File: config.mk
export PLATFORM = sky130hd
export DESIGN_NAME = mult_seq_led_board
export DESIGN_NICKNAME = d
export VERILOG_FILES = /design/src/rtl/mult_seq_pkg.sv /design/src/rtl/hex_to_seg7.sv /design/src/rtl/mult_seq_led_board.sv
export SDC_FILE = /design/constraint.sdc
export NUM_CORES = 1
export LEC_CHECK = 0
export CORE_MARGIN = 1.5
export CORE_UTILIZATION = 30
export CTS_BUF_LIST = sky130_fd_sc_hd__clkbuf_16
export CTS_CLUSTER_SIZE = 28
export DETAILED_ROUTE_END_ITERATION = 16
export GPL_TIMING_DRIVEN = 0
export SYNTH_ARGS = -nofsm -noshare
export SYNTH_HDL_FRONTEND = slang
export SYNTH_SLANG_ARGS = --single-unit
File: constraint.sdc
create_clock -name clk -period 9.4 [get_ports clk]
set_clock_uncertainty 0.2 [all_clocks]
set_input_delay 1.41 -clock clk [delete_from_list [all_inputs] [get_ports clk]]
set_output_delay 1.41 -clock clk [all_outputs]
set_load 0.05 [all_outputs]
File: src/rtl/mult_seq_pkg.sv
// rtl/mult_seq_pkg.sv - shared state encoding, display constants and hex segment table
package mult_seq_pkg;

    typedef enum logic [1:0] {
        ST_IDLE = 2'd0,
        ST_CALC = 2'd1,
        ST_FIX  = 2'd2,
        ST_DONE = 2'd3
    } state_e;

    localparam int         DEF_WIDTH = 16;
    localparam logic [6:0] SEG_BLANK = 7'b1111111;
    localparam int         NIBBLES   = 2 * DEF_WIDTH / 4;

    // Active-low segments, bit order {g,f,e,d,c,b,a}
    localparam logic [6:0] SEG7_TABLE [16] = '{
        7'b1000000, 7'b1111001, 7'b0100100, 7'b0110000,
        7'b0011001, 7'b0010010, 7'b0000010, 7'b1111000,
        7'b0000000, 7'b0010000, 7'b0001000, 7'b0000011,
        7'b1000110, 7'b0100001, 7'b0000110, 7'b0001110
    };

endpackage

File: src/rtl/hex_to_seg7.sv
// rtl/hex_to_seg7.sv - combinational hex nibble to active-low 7-segment decoder
module hex_to_seg7
    import mult_seq_pkg::*;
(
    input  logic [3:0] nibble_i,
    output logic [6:0] seg_o
);

    assign seg_o = SEG7_TABLE[nibble_i];

endmodule

File: src/rtl/mult_seq_led_board.sv
// rtl/mult_seq_led_board.sv - shift-add multiplier board with hex product scan; MULT_SIGNED_EN adds signed operands
module mult_seq_led_board
    import mult_seq_pkg::*;
#(
    parameter int               WIDTH      = 16,
    parameter logic [WIDTH-1:0] OP_A       = 16'd1234,
    parameter logic [WIDTH-1:0] OP_B       = 16'd567,
    parameter int               DISP_TICKS = 50_000_000
) (
    input  logic       clk,
    input  logic       rst,
    input  logic       start,
    output logic       done,
    output logic [6:0] out,
    output logic       led1,
    output logic       led2,
    output logic       led3,
    output logic       led4
);

    localparam int          PW       = 2 * WIDTH;
    localparam int          NIB      = PW / 4;
    localparam logic [7:0]  CNT_MAX  = 8'(WIDTH - 1);
    localparam logic [7:0]  IDX_MAX  = 8'(NIB - 1);
    localparam logic [31:0] TICK_MAX = 32'(DISP_TICKS - 1);

    state_e          state_q, state_d;
    logic            start_q;
    logic            done_q, done_d;
    logic [6:0]      out_q, out_d;
    logic [PW-1:0]   acc_q, acc_d;
    logic [PW-1:0]   mcand_q, mcand_d;
    logic [PW-1:0]   prod_q, prod_d;
    logic [WIDTH-1:0] mplier_q, mplier_d;
    logic [7:0]      cnt_q, cnt_d;
    logic [7:0]      idx_q, idx_d;
    logic [31:0]     tick_q, tick_d;
    logic [PW-1:0]   acc_next;
    logic [WIDTH-1:0] mag_a, mag_b;
    logic            launch;
    logic [3:0]      nib_next;
    logic [6:0]      seg_next;

`ifdef MULT_SIGNED_EN
    logic neg_q, neg_d;
    assign mag_a = OP_A[WIDTH-1] ? (~OP_A + 1'b1) : OP_A;
    assign mag_b = OP_B[WIDTH-1] ? (~OP_B + 1'b1) : OP_B;
`else
    assign mag_a = OP_A;
    assign mag_b = OP_B;
`endif

    assign launch   = !start && start_q;
    assign acc_next = mplier_q[0] ? (acc_q + mcand_q) : acc_q;

    always_comb begin
        state_d  = state_q;
        done_d   = done_q;
        acc_d    = acc_q;
        mcand_d  = mcand_q;
        mplier_d = mplier_q;
        prod_d   = prod_q;
        cnt_d    = cnt_q;
        idx_d    = idx_q;
        tick_d   = tick_q;
`ifdef MULT_SIGNED_EN
        neg_d    = neg_q;
`endif
        case (state_q)
            ST_IDLE, ST_DONE: begin
                if (launch) begin
                    state_d  = ST_CALC;
                    done_d   = 1'b0;
                    acc_d    = '0;
                    mcand_d  = {{WIDTH{1'b0}}, mag_a};
                    mplier_d = mag_b;
                    cnt_d    = '0;
                    idx_d    = '0;
                    tick_d   = '0;
`ifdef MULT_SIGNED_EN
                    neg_d    = OP_A[WIDTH-1] ^ OP_B[WIDTH-1];
`endif
                end else if (state_q == ST_DONE) begin
                    if (tick_q == TICK_MAX) begin
                        tick_d = '0;
                        idx_d  = (idx_q == IDX_MAX) ? 8'd0 : idx_q + 8'd1;
                    end else begin
                        tick_d = tick_q + 32'd1;
                    end
                end
            end
            ST_CALC: begin
                acc_d    = acc_next;
                mcand_d  = mcand_q << 1;
                mplier_d = mplier_q >> 1;
                cnt_d    = cnt_q + 8'd1;
                if (cnt_q == CNT_MAX) begin
`ifdef MULT_SIGNED_EN
                    state_d = ST_FIX;
`else
                    state_d = ST_DONE;
                    prod_d  = acc_next;
                    done_d  = 1'b1;
                    idx_d   = '0;
                    tick_d  = '0;
`endif
                end
            end
`ifdef MULT_SIGNED_EN
            ST_FIX: begin
                state_d = ST_DONE;
                prod_d  = neg_q ? (~acc_q + 1'b1) : acc_q;
                done_d  = 1'b1;
                idx_d   = '0;
                tick_d  = '0;
            end
`endif
            default: state_d = ST_IDLE;
        endcase
    end

    // Decode the nibble that will be on display after this edge so out stays aligned with idx
    assign nib_next = 4'(prod_d >> {idx_d, 2'b00});
    assign out_d    = (state_d == ST_DONE) ? seg_next : SEG_BLANK;

    hex_to_seg7 u_hex_to_seg7 (
        .nibble_i (nib_next),
        .seg_o    (seg_next)
    );

    always_ff @(posedge clk) begin
        if (!rst) begin
            state_q  <= ST_IDLE;
            start_q  <= 1'b1;
            done_q   <= 1'b0;
            out_q    <= SEG_BLANK;
            acc_q    <= '0;
            mcand_q  <= '0;
            mplier_q <= '0;
            prod_q   <= '0;
            cnt_q    <= '0;
            idx_q    <= '0;
            tick_q   <= '0;
`ifdef MULT_SIGNED_EN
            neg_q    <= 1'b0;
`endif
        end else begin
            state_q  <= state_d;
            start_q  <= start;
            done_q   <= done_d;
            out_q    <= out_d;
            acc_q    <= acc_d;
            mcand_q  <= mcand_d;
            mplier_q <= mplier_d;
            prod_q   <= prod_d;
            cnt_q    <= cnt_d;
            idx_q    <= idx_d;
            tick_q   <= tick_d;
`ifdef MULT_SIGNED_EN
            neg_q    <= neg_d;
`endif
        end
    end

    logic in_done;
    logic hi_flag;

    assign in_done = (state_q == ST_DONE);
`ifdef MULT_SIGNED_EN
    assign hi_flag = prod_q != {{WIDTH{prod_q[WIDTH-1]}}, prod_q[WIDTH-1:0]};
`else
    assign hi_flag = |prod_q[PW-1:WIDTH];
`endif

    assign done = done_q;
    assign out  = out_q;
    assign led1 = in_done & idx_q[0];
    assign led2 = in_done & idx_q[1];
    assign led3 = in_done & idx_q[2];
    assign led4 = in_done & hi_flag;

endmodule
### Yosys cells after proc, flatten, opt, wreduce, memory -nomap -nowiden

Memory sizes are Yosys's and may differ from the RTL's. A register that Yosys moved wholly into a read port is not among the register bits.
Index checks and enable logic that the tools add are counted.

| word-level totals | value |
|---|---|
| register bits | 164 |
| memory bits (read-only) | 112 |
| output and inout bits | 12 |
| logic and storage cells | 69 |
| memories | 1 |

Memory list:

| name | words | bits a word | read ports | clocked after Yosys merged registers in | write ports | line | text |
|---|---|---|---|---|---|---|---|
| (name not given) | 16 | 7 | 1 | 1 | 0 | hex_to_seg7.sv:9 | `assign seg_o = SEG7_TABLE[nibble_i];` |

| cells by class | value |
|---|---|
| $add $sub $neg | 4 |
| eq/ne operators | 9 |
| shift-type cells | 1 |
| multiplexer cells | 28 |
| bitwise gates (word level) | 5 |
| reduce and logical (&&, ||, !) cells | 11 |

Operators with widths:

| kind | count |
|---|---|
| 32-bit two-way mux | 9 |
| 32-bit case mux with 2 select lines | 3 |
| 8-bit two-way mux | 6 |
| 32-bit by 1-bit adder with 32-bit output (second input constant) | 1 |
| 32-bit adder | 1 |
| 32-bit by 26-bit == test with 1-bit output (second input constant) | 1 |
| 16-bit case mux with 2 select lines | 1 |
| 8-bit case mux with 2 select lines | 2 |
| 32-bit by 10-bit right shift with 4-bit output | 1 |
| 8-bit by 1-bit adder with 8-bit output (second input constant) | 2 |
| 16-bit two-way mux | 1 |
| 16-bit OR reduction | 1 |
| 8-bit by 3-bit == test with 1-bit output (second input constant) | 1 |
| 8-bit by 4-bit == test with 1-bit output (second input constant) | 1 |
| 3-bit AND reduction | 2 |
| 4-bit NOT with 5-bit output | 1 |
| 1-bit AND | 4 |
| 2-bit == test (second input constant) | 2 |
| 2-bit two-way mux | 2 |
| 2-bit != test (second input constant) | 2 |
| 2-bit case mux with 2 select lines | 1 |
| 2-bit AND reduction | 2 |
| 3-bit != test (second input constant) | 1 |
| 2-bit by 1-bit == test with 1-bit output (second input constant) | 1 |
| 7 further kinds | 9 |

### Logic depth before layout (Yosys ltp)

Gate-level depths: netlist (run 1).

| logic depth | value |
|---|---|
| word-level depth | 8 |
| mapped depth | 18 |
| mapped depth without buffers | 16 |

### By module

A second synthesis (run 1) with hierarchy kept.

| unflattened totals | value |
|---|---|
| cells, all modules | 1126 |
| area total of the unflattened synthesis | 9142.5 µm² |

By module, submodules not included:

| module | times used | cells each | area an instance (µm²) | seq. area each (µm²) |
|---|---|---|---|---|
| mult_seq_led_board | 1 | 1094 | 8867.3 | 3203.1 |
| hex_to_seg7 | 1 | 32 | 275.3 | 0.0 |

### Least setup slack after synthesis (run 1)

OpenSTA, ideal clock, no wires.

| timing | value |
|---|---|
| kind | input-to-reg |
| start point | input port start |
| end point | register out_q[4], in the netlist out[4] |
| arrival time | 4.259 ns |
| path slack | 4.861 ns |
| stages on the path | 13 |
| path buffers | 2 |
| cell sequence | nor2b_1 clkbuf_1 or3_1 or4_1 mux2i_1 a311oi_1 clkbuf_1 o41a_1 nor2b_1 inv_1 ha_1 or3_1 o211ai_1 |

| on the way | value |
|---|---|
| cells in the longest elaborated chain, start to end | 7 |
| elaborated cells on any way between the ends | 11 |

RTL lines:

| item | line | text |
|---|---|---|
| start, declared | mult_seq_led_board.sv:12 | `input logic start,` |
| 1-bit zero test * | mult_seq_led_board.sv:53 | `assign launch = !start && start_q;` |
| 1-bit logical AND * | mult_seq_led_board.sv:53 |  |
| parallel branches: the longest is 5 deep, another holds 32-bit by 10-bit right shift with 4-bit output | n/a |  |
| end, declared | mult_seq_led_board.sv:30 | `logic [6:0] out_q, out_d;` |

Mark *: on every way between the ends.
A chain may end at the register's enable or synchronous reset.

### Worst setup path after layout (run 1)

| timing | value |
|---|---|
| start point | input port start |
| end point | register out_q[3], in the netlist out[3] |

The elaborated chain is that of the path after synthesis.

==> results of run 1 <==
[layout make-up]
type                    instances  area (µm²)  area share, %
clock buffers                  17       425.4          4.068
clock inverters                15       120.1          1.149
repair buffers                 13       130.1          1.244
plain buffers                  71       282.8          2.704
flip-flops and latches        160        3203          30.63
inverters                      20       75.07         0.7179
multi-input cells             897        5725          54.75
well taps                     396       495.5          4.738
[worst max path at each step]
stage          startpoint  endpoint  slack (ns)  cells after the start
2_1_floorplan       start    out[4]        4.86                     13
3_3_place_gp        start    out[3]        3.91                     17
3_5_place_dp        start    out[3]        3.79                     14
4_1_cts             start    out[3]        4.22                     14
5_1_grt             start    out[3]        3.83                     14
6_report            start    out[3]        4.19                     14
[critical path: cells and delay by family]
family | cells | cell delay (ns)
AND/OR/NAND/NOR | 6 | 1.58
multiplexers | 1 | 0.17
buffers and inverters | 3 | 1.02
adder cells (fa/ha/maj) | 1 | 0.29
AO/OA/AOI/OAI | 3 | 0.89
[metrics by stage]
| stage | cells | power [mW] | setup WS (ns) |
|---|---|---|---|
| after floorplan | 1148 | 0.7924 | 4.861 |
| after global placement | 1557 | 0.8351 | 3.909 |
| after detailed placement | 1557 | 0.8358 | 3.787 |
| after CTS | 1589 | 1.491 | 4.218 |
| after global routing | 1589 | 1.530 | 3.833 |
| final | 1589 | 1.484 | 4.188 |
[cells in the final DEF, fill, tap and decap left out, types with 11 or more instances in the layout]
cell type	n
nor2_1	180
dfxtp_1	160
nand2_1	76
a21oi_1	62
clkbuf_1	60
a22oi_1	54
ha_1	43
o21ai_0	41
nand3_1	40
nor3_1	33
xor2_1	30
nand4_1	26
mux2i_1	22
xnor2_1	22
and3_1	20
inv_1	18
clkbuf_16	17
or3_1	15
and2_1	15
nor4_1	14
a21o_1	13
clkdlybuf4s50_1	13
a211oi_1	12
o22ai_1	11
o211ai_1	11
a31oi_1	11
[kinds of logic after synthesis]
| logic type | Yosys count |
|---|---|
| flip-flops | 160 |
| adder cells (fa/ha/maj) | 44 |
| AO/OA/AOI/OAI | 308 |
| AND/OR/NAND/NOR | 467 |
| buffers and inverters | 91 |
| multiplexers | 26 |
| XOR/XNOR | 52 |
[state kept, by name, indices dropped and copies added, names as in the netlist]
register and count:
acc_q 31, tick_q 32, done 1, idx_q 8, cnt_q 8, start_q 1
state_q 2, mcand_q 31, mplier_q 7, out 7, prod_q 32
[layer usage]
layer / vias up / track usage, % / routed length (µm)
met3: 45 / 2.587 / 1562
met1: 4226 / 24.12 / 13060
met2: 270 / 28.51 / 12400
met4: 0 / 6.319 / 732
li1: 4320 / - / -
met5: - / 0 / 0
[where the power goes]
group | leakage, nW | switching, mW | internal [mW] | total (mW)
combinational | 2.33 | 0.0948 | 0.0322 | 0.127
sequential | 1.29 | 0.00797 | 0.687 | 0.695
clock | 0.264 | 0.301 | 0.361 | 0.662
==> results_dict.tcl, run 1 <==
set metrics [dict create \
    cts.sinks 160 \
    drv_slew 0 \
    holdWs_ns 0.2503 \
    synth_edf_count 0 \
    synth-compound-area-share_pct 23.19 \
    yosysTopAreaCell "dfxtp_1" \
    cts_repair_resize_count 0 \
    grt_max_degree 17 \
    grt_pass1_wl_um 44550 \
    fillCellCount 3167 \
    syn_area_um2 9286 \
    h-tree-depth 4 \
    coreArea_um2 30510 \
    synthTopCellsByArea "dfxtp_1 (34%), nor2_1 (7.3%), ha_1 (5.8%), a22oi_1 (4.4%), a21oi_1 (3.3%)" \
    tightest_slew_ns 1.229 \
    synth_flop_cell "dfxtp_1" \
    hold_depth 2 \
    syn_area_per_cell_um2 8.089 \
    antenna_left 0 \
    period_minus_slack_ns 5.212 \
    cts_tree "done" \
    worst_r2r_path_depth 13 \
    post-synth-top-count-cell "nor2_1" \
    synth_mux_area_share_pct 2.856 \
    fin_nets 1227 \
    finish.utilization_pct 34.28 \
    holdPathEnd "prod_q[0]" \
    synth.distinct_cells 82 \
    syn_nets 1195 \
    ys_seq_elements 160 \
    leakage_nw 3.881 \
    holdBufCountCts 0 \
    maxCapViolCount 0 \
    dieArea_um2 32020 \
    routed_via_density 5.576 \
    drtIter0Drc 830 \
    rr_startpoint "mcand_q[1]" \
    first_global_vias 8261 \
    netlist_top_cells_count "nor2_1 (180), dfxtp_1 (160), nand2_1 (76), a21oi_1 (62), clkbuf_1 (60)" \
    syn-instance-count 1148 \
    crit_type "primary input to register" \
    power_density_nw_per_um2 141.9 \
    track_usage_pct 17.77 \
    min_from "prod_q[0]" \
    rows 64 \
    drc 0 \
    antenna_found_initial 0 \
    io_buffers 13 \
    worstPathMaxFanout 10 \
    relSlewSlack_pct 15.95 \
    start_util_pct 30.44 \
    synth_warnings 0 \
    cp_data_required_time_ns 9.54 \
    synth_top_family_by_area "simple AND/OR/NAND/NOR gates" \
    routed_wl_um 27750 \
    hold_violations 0 \
    setup_violations 0 \
    io_pins 15 \
    ys_seq_area_share_pct 34.49 \
    hold_path.class "register to register" \
    placed_cell_area_um2 9912 \
    clkTransAtPathRegs_ns 0.06 \
    gp_congestion 0.9266 \
    fin_crit_sh_pct 55.44 \
    cp.arrival_ns 5.35 \
    endpoint_kind "register" \
    dr_total_vias 8861 \
    fin_tns_setup_ns 0 \
    crit_path_start_kind "primary input" \
    rsz0062_at_grt "no" \
    synth_top_area_share_pct 34.49 \
    grt_overflow 0 \
    reg2reg_to "out[6]" \
    cts.path.max_buffers 2 \
    outcome "complete, no violations" \
    drtPass1Iterations 5 \
    synthAdderAreaFrac_pct 6.009 \
    synth-simple-area-share_pct 24.70 \
    routedWlPerCell_um 17.47 \
    cts_buffers 17 \
    diodes 0 \
    dp_hpwl_um 20870 \
    r2r_slack_ns 4.19 \
    clk_latency_ns 0.45 \
    layout-drive-gt1-share_pct 4.862 \
    die_y_um 178.9 \
    clockRootBuffer "clkbuf_16" \
    post_cts_buffers 0 \
    path_cells "clkdlybuf4s50_1 -> nor2b_1 -> clkbuf_1 -> nor3_1 -> nand2_1 -> mux2i_1 -> a311oi_1 -> clkbuf_1 -> o41a_1 -> nor2b_1 -> ha_1 -> nor2_1 -> and3_1 -> a311oi_1" \
    synthArstFlopShare_pct 0 \
    ir_drop_uv 111.8 \
    die_w_um 178.9 \
    cpPeakStageDelay_ns 0.84 \
    area_growth_pct 12.61 \
    design_area_um2 10460 \
    crit_path_top_delay_cell "nor3_1" \
    max_freq_mhz 191.9 \
    synth_xor_area_share_pct 4.904 \
]
Note: power is estimated with default switching activity, not from simulation.
==> run 2, diff against run 1 <==
clock period = 5.05 ns   (was 9.4 ns; I/O delays follow)
==> results_dict.tcl, run 2 (synthesis gave the netlist of run 1 again) <==
set metrics [dict create \
    dr_total_vias 8891 \
    start_util_pct 30.44 \
    drv_slew 0 \
    cts_tree "done" \
    cts_buffers 17 \
    power_mw 2.762 \
    finish.utilization_pct 34.34 \
    crit_path_top_delay_cell "a211oi_1" \
    rsz0062_at_grt "no" \
    rows 64 \
    track_usage_pct 17.76 \
    io_buffers 13 \
    maxCapViolCount 0 \
    die_y_um 178.9 \
    diodes 0 \
    fillCellCount 3162 \
    die_w_um 178.9 \
    crit_type "register to register" \
    placed_cell_area_um2 9912 \
    endpoint_kind "register" \
    antenna_left 0 \
    leakage_nw 3.887 \
    hold_path.class "register to register" \
    grt_pass1_wl_um 44520 \
    tightest_slew_ns 1.187 \
    io_pins 15 \
    routed_wl_um 27820 \
    routedWlPerCell_um 17.51 \
    grt_overflow 0 \
    antenna_found_initial 0 \
    fin_crit_sh_pct 95.38 \
    top_regs "prod_q x32, tick_q x32" \
    dp_hpwl_um 20870 \
    fin_nets 1227 \
    cpPeakStageDelay_ns 0.55 \
    worstPathMaxFanout 5 \
    cts.path.max_buffers 2 \
    design_area_um2 10480 \
    layout-drive-gt1-share_pct 5.197 \
    clkTransAtPathRegs_ns 0.07 \
    post_cts_buffers 0 \
    area_growth_pct 12.81 \
    cts.sinks 160 \
    path_cells "ha_1 -> fa_1 -> a21o_1 -> a221oi_2 -> o221ai_1 -> a21oi_2 -> o31a_1 -> xnor2_1 -> a211oi_1 -> o21ai_0 -> and4_1 -> inv_1 -> ha_1 -> nor2_1 -> and3_1 -> a311oi_1" \
    clockRootBuffer "clkbuf_16" \
    clk_latency_ns 0.44 \
    drc 0 \
    grt_max_degree 17 \
    drtPass1Iterations 5 \
    max_freq_mhz 207.6 \
    crit_path_start_kind "register" \
    cp_data_required_time_ns 5.19 \
    hold_violations 0 \
    relSlewSlack_pct 18.59 \
    h-tree-depth 4 \
    cp.arrival_ns 4.96 \
    setup_violations 0 \
    period_minus_slack_ns 4.817 \
    dieArea_um2 32020 \
    first_global_vias 8261 \
    path_common_cell "ha_1" \
    routed_via_density 5.595 \
    mostFrequentLayoutCell "nor2_1" \
    outcome "complete, no violations" \
    ir_drop_uv 207.2 \
    drtIter0Drc 855 \
    gp_congestion 0.9266 \
    power_density_nw_per_um2 263.6 \
    coreArea_um2 30510 \
    mostFrequentLayoutCells "nor2_1 (180), dfxtp_1 (160), nand2_1 (76), a21oi_1 (61), clkbuf_1 (60)" \
]
run 2: cell types whose count changed in the layout (fill, tap and decap cells not counted):
cell,before,now
a2111oi_0,2,1
a2111oi_2,1,2
a21oi_1,62,61
a21oi_2,1,2
buf_1,3,2
clkbuf_2,0,1
o311ai_1,2,1
o311ai_2,0,1
run 2: stage by stage:
step                      hold WS [ns]  std cells  worst slack, ns   TNS (ns)
after CTS                       0.2480       1589           0.2121          0
after global placement          0.2408       1557           0.1509          0
after global routing            0.2918       1589         0.004601          0
after floorplan                 0.2129       1148            1.067          0
after detailed placement        0.2355       1557        -0.001133  -0.001133
final                           0.2496       1589           0.2334          0
run 2: cell type report:
cell class	instances	area (µm²)	area share [%]
inverters	20	75.07	0.7166
multi-input cells	897	5743	54.82
clock buffers	17	425.4	4.061
clock inverters	15	120.1	1.147
plain buffers	71	284.0	2.711
repair buffers	13	130.1	1.242
flip-flops and latches	160	3203	30.57
well taps	396	495.5	4.729
run 2: what timing repair did:
item | CTS | global route
resized for setup | 1 | 4
hold buffers | 0 | 0
endpoints found under the setup margin | 4 | 5
run 2: per-layer routing:
layer	part of all wire, %	up-vias	GRT usage, %	wire length (µm)
li1	-	4318	-	-
met1	47	4237	24.12	13070
met2	45	286	28.49	12490
met3	5.5	50	2.714	1530
met4	2.6	0	6.076	728
met5	0	-	0	0
run 2: power by group:
part | internal [mW] | leakage, nW | total, mW | switching (mW)
combinational | 0.0600 | 2.33 | 0.237 | 0.177
sequential | 1.28 | 1.29 | 1.29 | 0.0150
clock | 0.672 | 0.264 | 1.23 | 0.558
total | 2.01 | 3.89 | 2.76 | 0.750
run 2: worst paths after layout:
check	to	slack (ns)	depth (start not counted)	startpoint
setup reg to reg	out[3]	0.23	16	mcand_q[1]
hold / removal	prod_q[0]	0.25	2	prod_q[0]
hold reg to reg	prod_q[0]	0.25	2	prod_q[0]
setup / recovery	out[3]	0.23	16	mcand_q[1]
run 2: critical path, delay by kind of cell, from the launching register on:
family	cells	cell delay, ns
AND/OR/NAND/NOR	3	0.54
AO/OA/AOI/OAI	8	2.45
adder cells (fa/ha/maj)	3	0.93
flip-flops	1	0.34
XOR/XNOR	1	0.09
buffers and inverters	1	0.14
